File: config.mk
export PLATFORM = sky130hd
export DESIGN_NAME = bp_gshare_ras
export DESIGN_NICKNAME = d
export VERILOG_FILES = /design/src/rtl/rv32i_types.sv /design/src/rtl/ras_circ.sv /design/src/rtl/bp_gshare_ras.sv
export SDC_FILE = /design/constraint.sdc
export NUM_CORES = 2
export LEC_CHECK = 0
export BUFFER_PORTS_ARGS = -buffer_cell sky130_fd_sc_hd__clkbuf_2
export CAP_MARGIN = 0
export CORE_MARGIN = 2
export CORE_UTILIZATION = 25
export DETAILED_ROUTE_END_ITERATION = 10
export PLACE_DENSITY = 0.48
export SETUP_SLACK_MARGIN = 0.4
export SLEW_MARGIN = 20
export SYNTH_ARGS = -nofsm -noshare
export SYNTH_HDL_FRONTEND = slang
export SYNTH_SLANG_ARGS = --single-unit
File: constraint.sdc
create_clock -name clk -period 5.02 [get_ports clk]
set_input_delay 0.251 -clock clk [delete_from_list [all_inputs] [get_ports clk]]
set_output_delay 0.251 -clock clk [all_outputs]
set_load 0.05 [all_outputs]
File: src/rtl/rv32i_types.sv
// Shared RV32I front-end types: opcode constants and branch-predictor checkpoint payload.
package rv32i_types;

  localparam logic [6:0] OP_BRANCH = 7'b1100011;
  localparam logic [6:0] OP_JAL    = 7'b1101111;
  localparam logic [6:0] OP_JALR   = 7'b1100111;

  localparam int unsigned BP_HIST_W     = 6;
  localparam int unsigned BP_RAS_DEPTH  = 4;
  localparam int unsigned BP_RAS_PTR_W  = $clog2(BP_RAS_DEPTH);

  // State captured at lookup time and handed back on a mispredict.
  typedef struct packed {
    logic [BP_HIST_W-1:0]  hist;
    logic [BP_RAS_PTR_W-1:0] ras_ptr;
    logic [BP_RAS_PTR_W:0]   ras_cnt;
  } bp_ckpt_t;

  // True for any control-transfer opcode the fetch stage must predict.
  function automatic logic is_ctrl_op(input logic [6:0] op);
    return (op == OP_BRANCH) || (op == OP_JAL) || (op == OP_JALR);
  endfunction

endpackage

File: src/rtl/ras_circ.sv
// Circular return-address stack; overflow silently overwrites the oldest entry.
module ras_circ #(
  parameter int unsigned DEPTH = 4
) (
  input  logic                       clk,
  input  logic                       rst,
  input  logic                       push,
  input  logic                       pop,
  input  logic [31:0]                push_data,
  input  logic                       restore,
  input  logic [$clog2(DEPTH)-1:0]   restore_ptr,
  input  logic [$clog2(DEPTH):0]     restore_cnt,
  output logic [$clog2(DEPTH)-1:0]   ptr,
  output logic [$clog2(DEPTH):0]     cnt,
  output logic [31:0]                top_c
);

  localparam int unsigned PW = $clog2(DEPTH);
  localparam int unsigned CW = PW + 1;

  logic [31:0] ent [DEPTH];

  // Pointer and occupancy; restore beats any same-cycle push/pop.
  always_ff @(posedge clk) begin
    if (rst) begin
      ptr <= '0;
      cnt <= '0;
    end else if (restore) begin
      ptr <= restore_ptr;
      cnt <= restore_cnt;
    end else if (push && !pop) begin
      ptr <= ptr + PW'(1);
      if (cnt != CW'(DEPTH)) cnt <= cnt + CW'(1);
    end else if (pop && !push && (cnt != '0)) begin
      ptr <= ptr - PW'(1);
      cnt <= cnt - CW'(1);
    end
  end

  // Entry storage; push+pop replaces the top in place.
  always_ff @(posedge clk) begin
    if (rst) begin
      for (int i = 0; i < int'(DEPTH); i++) ent[i] <= '0;
    end else if (!restore) begin
      if (push && pop)  ent[ptr] <= push_data;
      else if (push)    ent[ptr + PW'(1)] <= push_data;
    end
  end

  assign top_c = ent[ptr];

endmodule

File: src/rtl/bp_gshare_ras.sv
// Fetch-stage direction predictor (bimodal/gshare PHT) with speculative history and RAS.
module bp_gshare_ras
  import rv32i_types::*;
#(
  parameter int unsigned IDX_W     = 9,
  parameter int unsigned CTR_W     = 2,
  parameter int unsigned HIST_W    = BP_HIST_W,
  parameter int unsigned MODE      = 1,
  parameter int unsigned RAS_DEPTH = BP_RAS_DEPTH
) (
  input  logic                                    clk,
  input  logic                                    rst,
  input  logic                                    lk_valid,
  input  logic [31:0]                             lk_pc,
  input  logic                                    lk_is_br,
  input  logic                                    lk_push,
  input  logic                                    lk_pop,
  output logic                                    pred_valid,
  output logic                                    pred_taken,
  output logic                                    ras_valid,
  output logic [31:0]                             ras_target,
  output logic [((HIST_W > 0) ? HIST_W : 1)-1:0]  ckpt_hist,
  output logic [$clog2(RAS_DEPTH)-1:0]            ckpt_ras_ptr,
  output logic [$clog2(RAS_DEPTH):0]              ckpt_ras_cnt,
  input  logic                                    upd_valid,
  input  logic [31:0]                             upd_pc,
  input  logic [((HIST_W > 0) ? HIST_W : 1)-1:0]  upd_hist,
  input  logic                                    upd_taken,
  input  logic                                    rec_valid,
  input  logic [((HIST_W > 0) ? HIST_W : 1)-1:0]  rec_hist,
  input  logic [$clog2(RAS_DEPTH)-1:0]            rec_ras_ptr,
  input  logic [$clog2(RAS_DEPTH):0]              rec_ras_cnt
);

  localparam int unsigned HW      = (HIST_W > 0) ? HIST_W : 1;
  localparam int unsigned PW      = $clog2(RAS_DEPTH);
  localparam int unsigned N_ENT   = 2 ** IDX_W;
  localparam logic [CTR_W-1:0] CTR_INIT = CTR_W'((2 ** (CTR_W - 1)) - 1);
  localparam logic [CTR_W-1:0] CTR_MAX  = '1;

  logic [CTR_W-1:0] pht [N_ENT];
  logic [HW-1:0]    hist;
  logic [IDX_W-1:0] lk_idx;
  logic [IDX_W-1:0] upd_idx;
  logic [CTR_W-1:0] lk_ctr;
  logic [CTR_W-1:0] upd_ctr;
  logic [CTR_W-1:0] upd_ctr_nxt;
  logic             lk_dir;
  logic             lk_go;
  logic [PW-1:0]    ras_ptr;
  logic [PW:0]      ras_cnt;
  logic [31:0]      ras_top_c;
  logic             unused_bits;

  assign unused_bits = ^{upd_pc[31:IDX_W+2], upd_pc[1:0], upd_hist};

  // Lookup and update indices; history folds in only for gshare.
  always_comb begin
    lk_idx  = lk_pc[2 +: IDX_W];
    upd_idx = upd_pc[2 +: IDX_W];
    if ((MODE != 0) && (HIST_W != 0)) begin
      lk_idx  = lk_idx ^ IDX_W'(hist);
      upd_idx = upd_idx ^ IDX_W'(upd_hist);
    end
  end

  // Counter read for lookup and saturating next value for update.
  always_comb begin
    lk_ctr      = pht[lk_idx];
    lk_dir      = lk_ctr[CTR_W-1];
    upd_ctr     = pht[upd_idx];
    upd_ctr_nxt = upd_ctr;
    if (upd_taken) begin
      if (upd_ctr != CTR_MAX) upd_ctr_nxt = upd_ctr + CTR_W'(1);
    end else begin
      if (upd_ctr != '0) upd_ctr_nxt = upd_ctr - CTR_W'(1);
    end
  end

  // PHT storage; lookup sees the pre-update value because it reads the flops.
  always_ff @(posedge clk) begin
    if (rst) begin
      for (int i = 0; i < int'(N_ENT); i++) pht[i] <= CTR_INIT;
    end else if (upd_valid) begin
      pht[upd_idx] <= upd_ctr_nxt;
    end
  end

  // Speculative global history; recovery wins over a same-cycle shift.
  always_ff @(posedge clk) begin
    if (rst || (HIST_W == 0)) begin
      hist <= '0;
    end else if (rec_valid) begin
      hist <= rec_hist;
    end else if (lk_valid && lk_is_br) begin
      hist <= HW'({hist, lk_dir});
    end
  end

  assign lk_go = lk_valid && !rec_valid;

  ras_circ #(
    .DEPTH (RAS_DEPTH)
  ) u_ras (
    .clk         (clk),
    .rst         (rst),
    .push        (lk_go && lk_push),
    .pop         (lk_go && lk_pop),
    .push_data   (lk_pc + 32'd4),
    .restore     (rec_valid),
    .restore_ptr (rec_ras_ptr),
    .restore_cnt (rec_ras_cnt),
    .ptr         (ras_ptr),
    .cnt         (ras_cnt),
    .top_c       (ras_top_c)
  );

  // Registered prediction and checkpoint, one cycle after an accepted lookup.
  always_ff @(posedge clk) begin
    if (rst) begin
      pred_valid   <= 1'b0;
      pred_taken   <= 1'b0;
      ras_valid    <= 1'b0;
      ras_target   <= '0;
      ckpt_hist    <= '0;
      ckpt_ras_ptr <= '0;
      ckpt_ras_cnt <= '0;
    end else begin
      pred_valid <= lk_go;
      if (lk_go) begin
        pred_taken   <= lk_is_br && lk_dir;
        ras_valid    <= lk_pop && (ras_cnt != '0);
        ras_target   <= ras_top_c;
        ckpt_hist    <= hist;
        ckpt_ras_ptr <= ras_ptr;
        ckpt_ras_cnt <= ras_cnt;
      end
    end
  end

endmodule
==> results.md <==
* Crit path capture type: register
* Reported leakage power at 0.02495 µW
* Clock tree sinks at 1209
* IO Pins at 136
* Routed wirelength normalized by instance count at 28.35 µm
* Area of the core region at 261800 µm²
* Switching Fraction at 0.3025
* Setup slack of the most critical reg-to-reg path at 0.66 ns
* Part of the total power dissipated in sequential elements at 0.418
* Pint at 19050 µW
* WP data required at 5.49 ns
* Class of the most critical hold timing path: in2reg
* Starting density of the core at 0.2510
* Net count after synthesis at 5350
* Critical path cell sequence: clkbuf_2 > xnor2_2 > nor2_4 > buf_12 > a211o_1 > o21ai_0 > buf_4 > o21ai_1 > nor4b_1 > buf_4 > and4_1 > maj3_4 > buf_12 > buf_12 > nand3_1
* Crit Path Category: in2reg
* Area of the multi-input gates at 27290 µm²
* Number of non-filler instances in the completed layout at 8947
* Switching pwr at 8261 µW
* Compound-gate portion of the synthesized area at 0.09064
* Yosys warning total at 0
* Synthesized-area fraction occupied by and/or/nand/nor cells at 0.1756
* Worst path slowest cell: sky130_fd_sc_hd__xnor2_2
* Total power divided by cell area at 353.2 nW/µm²
* Wire length of the first global-routing pass at 358.8 mm
* Netlist area before placement at 65700 µm²
* Worst IR drop on VDD at 0.0002295 V
* Adder-cell area share of the yosys netlist at 0.0008379
* Final Setup Violations at 0
* Number of antenna violations at the first check in global routing at 9
* Arrival time of the worst setup path at 4.99 ns
* Root buf cell: sky130_fd_sc_hd__clkbuf_16
* Sum of overflow across all layers after global routing at 0
* Count of cells along the worst register-to-register path at 10
* Global placer's final weighted congestion at 0.8646
* Critical-path maximum fanout at 44
* Max Clock Freq at 0.2216 GHz
* Total chip power at 27310 µW
* DIE HEIGHT at 516.7 µm
* Post-route fraction of the period consumed by the critical path at 0.8991
* Gate count after technology mapping at 5258
* #FFs+latches synth at 1209
* Maximum buffer depth of the clock tree at 3
* Result of the run: completed
* Slowest stage delay, CP at 0.94 ns
* Detail-routed via count per cell at 5.321
* Detailed Route WL at 253.6 mm
* Number of cells on the worst hold path at 4
* GR Util All Layers at 0.1863
* Kind of launch point of the worst setup path: primary input
* Final hold slack at 0.05364 ns
* Placed instance area at 72270 µm²
* Count of standard-cell rows at 188
* Via count of the first global-routing pass at 47250
* Number of input and output port buffers inserted at 112
* Worst-path clk slew at 0.06 ns
* Portion of total power attributed to combinational logic at 0.203
* Prevailing post-synth register cell: sky130_fd_sc_hd__edfxtp_1
* Number of flops mapped to enable cells by yosys at 1152
* Area of the die at 266900 µm²
* Main combinational cell family by area after synthesis: simple AND/OR/NAND/NOR gates
* Clock group share of total power at 0.380
* Inst Count DP at 8644
* Total CTS buffers at 141
* Area overhead of the layout relative to synthesis at 17.66%
* Post-route core utilization at 0.2953
* DRC violation count after routing at 0
* Fraction of registers with async set or reset after synthesis at 0
* DR vias at 47600
* Htree depth at 4
* Area of all placed cells without fillers at 77310 µm²
* Final Skew at 0.04882 ns
* Number of nets in the finished design at 5413
* Footprint of the flip-flops and latches at 35740 µm²
* CTS tree: done
* Detailed Place HPWL at 160.1 mm
* Clock latency of the later-clocked register in the worst-skew pair at 0.81 ns
* Min cycle time layout at 4.514 ns
* Final Hold Vio Count at 0
* Filler instances at 26580
* Reg-to-reg critical path startpoint: hist[1]$_SDFFE_PP0P_
* Slew Limit Fails at 0
* Proportion of synthesized area in mux cells at 0.1316
* Share of synthesized area occupied by flip-flops and latches at 0.5439
* Slew at the pin closest to its max-slew limit at 1.181 ns
* Worst reg2reg endpoint: hist[0]$_SDFFE_PP0P_
* Start point of the worst hold path: lk_pc[24]
* Synth unique cells at 70
* Number of search-and-repair iterations in the first detailed-routing pass at 6
* Mean instance size in the synthesized netlist at 12.50 µm²
* Cell repeated most along the worst path: sky130_fd_sc_hd__buf_12
* Setup repair after global routing missed its margin: no
* Maximum number of pins on one net before global-route repair at 159
* Die width at 516.7 µm
* DRT antenna net count at 0
* DRT iter0 DRCs at 5310
* Fraction of synthesized cell area in xor and xnor cells at 0.007027
* Number of max-cap violations at 0
* Share of post-route cells with drive strength above 1 at 0.3005
* Slew Limit Headroom at 0.2124
* Sink of the worst hold path: u_ras.ent[3][24]$_DFFE_PP_
==> sequential cells by signal (all words and copies together) (netlist names), 2 cells and up <==
| register | count |
|---|---|
| pht | 1024 |
| u_ras.ent | 128 |
| ras_target | 32 |
| ckpt_hist | 6 |
| hist | 6 |
| ckpt_ras_cnt | 3 |
| u_ras.cnt | 3 |
| ckpt_ras_ptr | 2 |
| u_ras.ptr | 2 |
==> worst max-delay path: cells and delay by family <==
kind	cells	cell delay, ns
compound gates	3	0.95
simple gates	4	1.11
buf+inv	6	1.40
fa+ha+maj	1	0.25
xor+xnor	1	0.94
==> per-layer routing <==
layer  global-route usage  routed length, µm  part of all wire  up-vias
met5                    0                 72           0.00028        -
li1                     -                  -                 -    20100
met4              0.06970              10250             0.040       12
met1               0.2455             105000              0.41    24910
met2               0.3028             119300              0.47     2126
met3              0.03505              19010             0.075      456
==> metrics by stage <==
step,setup TNS [ns],worst slack [ns]
2_1_floorplan,0,1.389
3_3_place_gp,-363.53,-0.4997
3_5_place_dp,-374.77,-0.5130
4_1_cts,0,0.5996
5_1_grt,0,0.5796
6_report,0,0.5064
==> power by group through the flow <==
stage / sequential (µW) / clock [µW] / combinational, µW
floorplan: 11600 / 0 / 3240
global placement: 11600 / 0 / 5440
detailed placement: 11600 / 0 / 5460
CTS: 11400 / 10500 / 5510
global route: 11400 / 10900 / 5750
finish: 11400 / 10400 / 5540
==> timing repair <==
| item | CTS | global route |
|---|---|---|
| setup endpoints to repair | 257 | 0 |
| endpoints found under the hold margin | 114 | 0 |
| buffers inserted | 2 | 0 |
| resized for setup | 0 | 0 |
| hold buffers | 46 | 0 |
==> kinds of logic after synthesis <==
family                   Yosys count
flip-flops                      1209
buffers and inverters            676
multiplexers                     468
AO/OA/AOI/OAI                    877
adder cells (fa/ha/maj)            4
XOR/XNOR                          51
AND/OR/NAND/NOR                 1973
==> placed cells by master (no fill, tap or decap), types with 14 or more instances in the layout <==
master / instances
sky130_fd_sc_hd__a211oi_1: 18
sky130_fd_sc_hd__a21o_1: 385
sky130_fd_sc_hd__a21oi_1: 230
sky130_fd_sc_hd__a22oi_1: 24
sky130_fd_sc_hd__buf_12: 96
sky130_fd_sc_hd__buf_4: 306
sky130_fd_sc_hd__clkbuf_1: 44
sky130_fd_sc_hd__clkbuf_16: 146
sky130_fd_sc_hd__clkbuf_2: 111
sky130_fd_sc_hd__clkinv_1: 24
sky130_fd_sc_hd__dfxtp_1: 55
sky130_fd_sc_hd__dlygate4sd3_1: 46
sky130_fd_sc_hd__edfxtp_1: 1152
sky130_fd_sc_hd__inv_1: 36
sky130_fd_sc_hd__mux2i_1: 149
sky130_fd_sc_hd__mux4_2: 315
sky130_fd_sc_hd__nand2_1: 540
sky130_fd_sc_hd__nand2b_1: 16
sky130_fd_sc_hd__nand3_1: 488
sky130_fd_sc_hd__nand4_1: 31
sky130_fd_sc_hd__nor2_1: 191
sky130_fd_sc_hd__nor2_2: 19
sky130_fd_sc_hd__nor2_4: 26
sky130_fd_sc_hd__nor2b_1: 14
sky130_fd_sc_hd__nor3_1: 38
sky130_fd_sc_hd__nor3_2: 483
sky130_fd_sc_hd__nor4_1: 21
sky130_fd_sc_hd__o21bai_1: 83
sky130_fd_sc_hd__o22ai_1: 66
sky130_fd_sc_hd__or2_2: 38
sky130_fd_sc_hd__xnor2_1: 23
sky130_fd_sc_hd__xor2_1: 15
==> final cells by class <==
cell class              count  area share
multi-input cells        3373      0.3530
diodes                      1  0.00003237
clock inverters            61    0.008416
inverters                  36    0.001748
clock buffers             192     0.04975
well taps                3515     0.05689
repair buffers            560     0.06791
flip-flops and latches   1209      0.4623
==> synthesized netlist by cell type (all sizes together), types with 13 or more instances <==
master	n	area share
a21o	385	0.044
mux4	316	0.11
a22oi	24	0.0027
nor4	23	0.0022
dfxtp	57	0.017
a21oi	230	0.018
nor2	236	0.013
a211oi	18	0.0021
inv	36	0.0021
nor3	521	0.076
clkbuf	412	0.024
nor2b	16	0.0015
xnor2	28	0.0037
buf	228	0.025
nand4	31	0.0030
nand3	497	0.038
or2	38	0.0036
mux2i	149	0.023
o21bai	83	0.0095
nand2b	19	0.0018
or4	13	0.0015
edfxtp	1152	0.53
o22ai	66	0.0063
nand2	551	0.031
xor2	23	0.0033
==> how the worst max path moves through the flow <==
| stage | startpoint | depth (start not counted) | end |
|---|---|---|---|
| floorplan | upd_hist[0] | 14 | pht[297][0]$_SDFFCE_PN1P_ |
| global placement | upd_hist[0] | 18 | pht[83][0]$_SDFFCE_PN1P_ |
| detailed placement | upd_hist[0] | 18 | pht[23][0]$_SDFFCE_PN1P_ |
| CTS | upd_hist[2] | 15 | pht[234][0]$_SDFFCE_PN1P_ |
| global route | hist[1]$_SDFFE_PP0P_ | 10 | hist[0]$_SDFFE_PP0P_ |
| finish | upd_hist[2] | 15 | pht[234][0]$_SDFFCE_PN1P_ |
(Power assumes the default switching activity.)
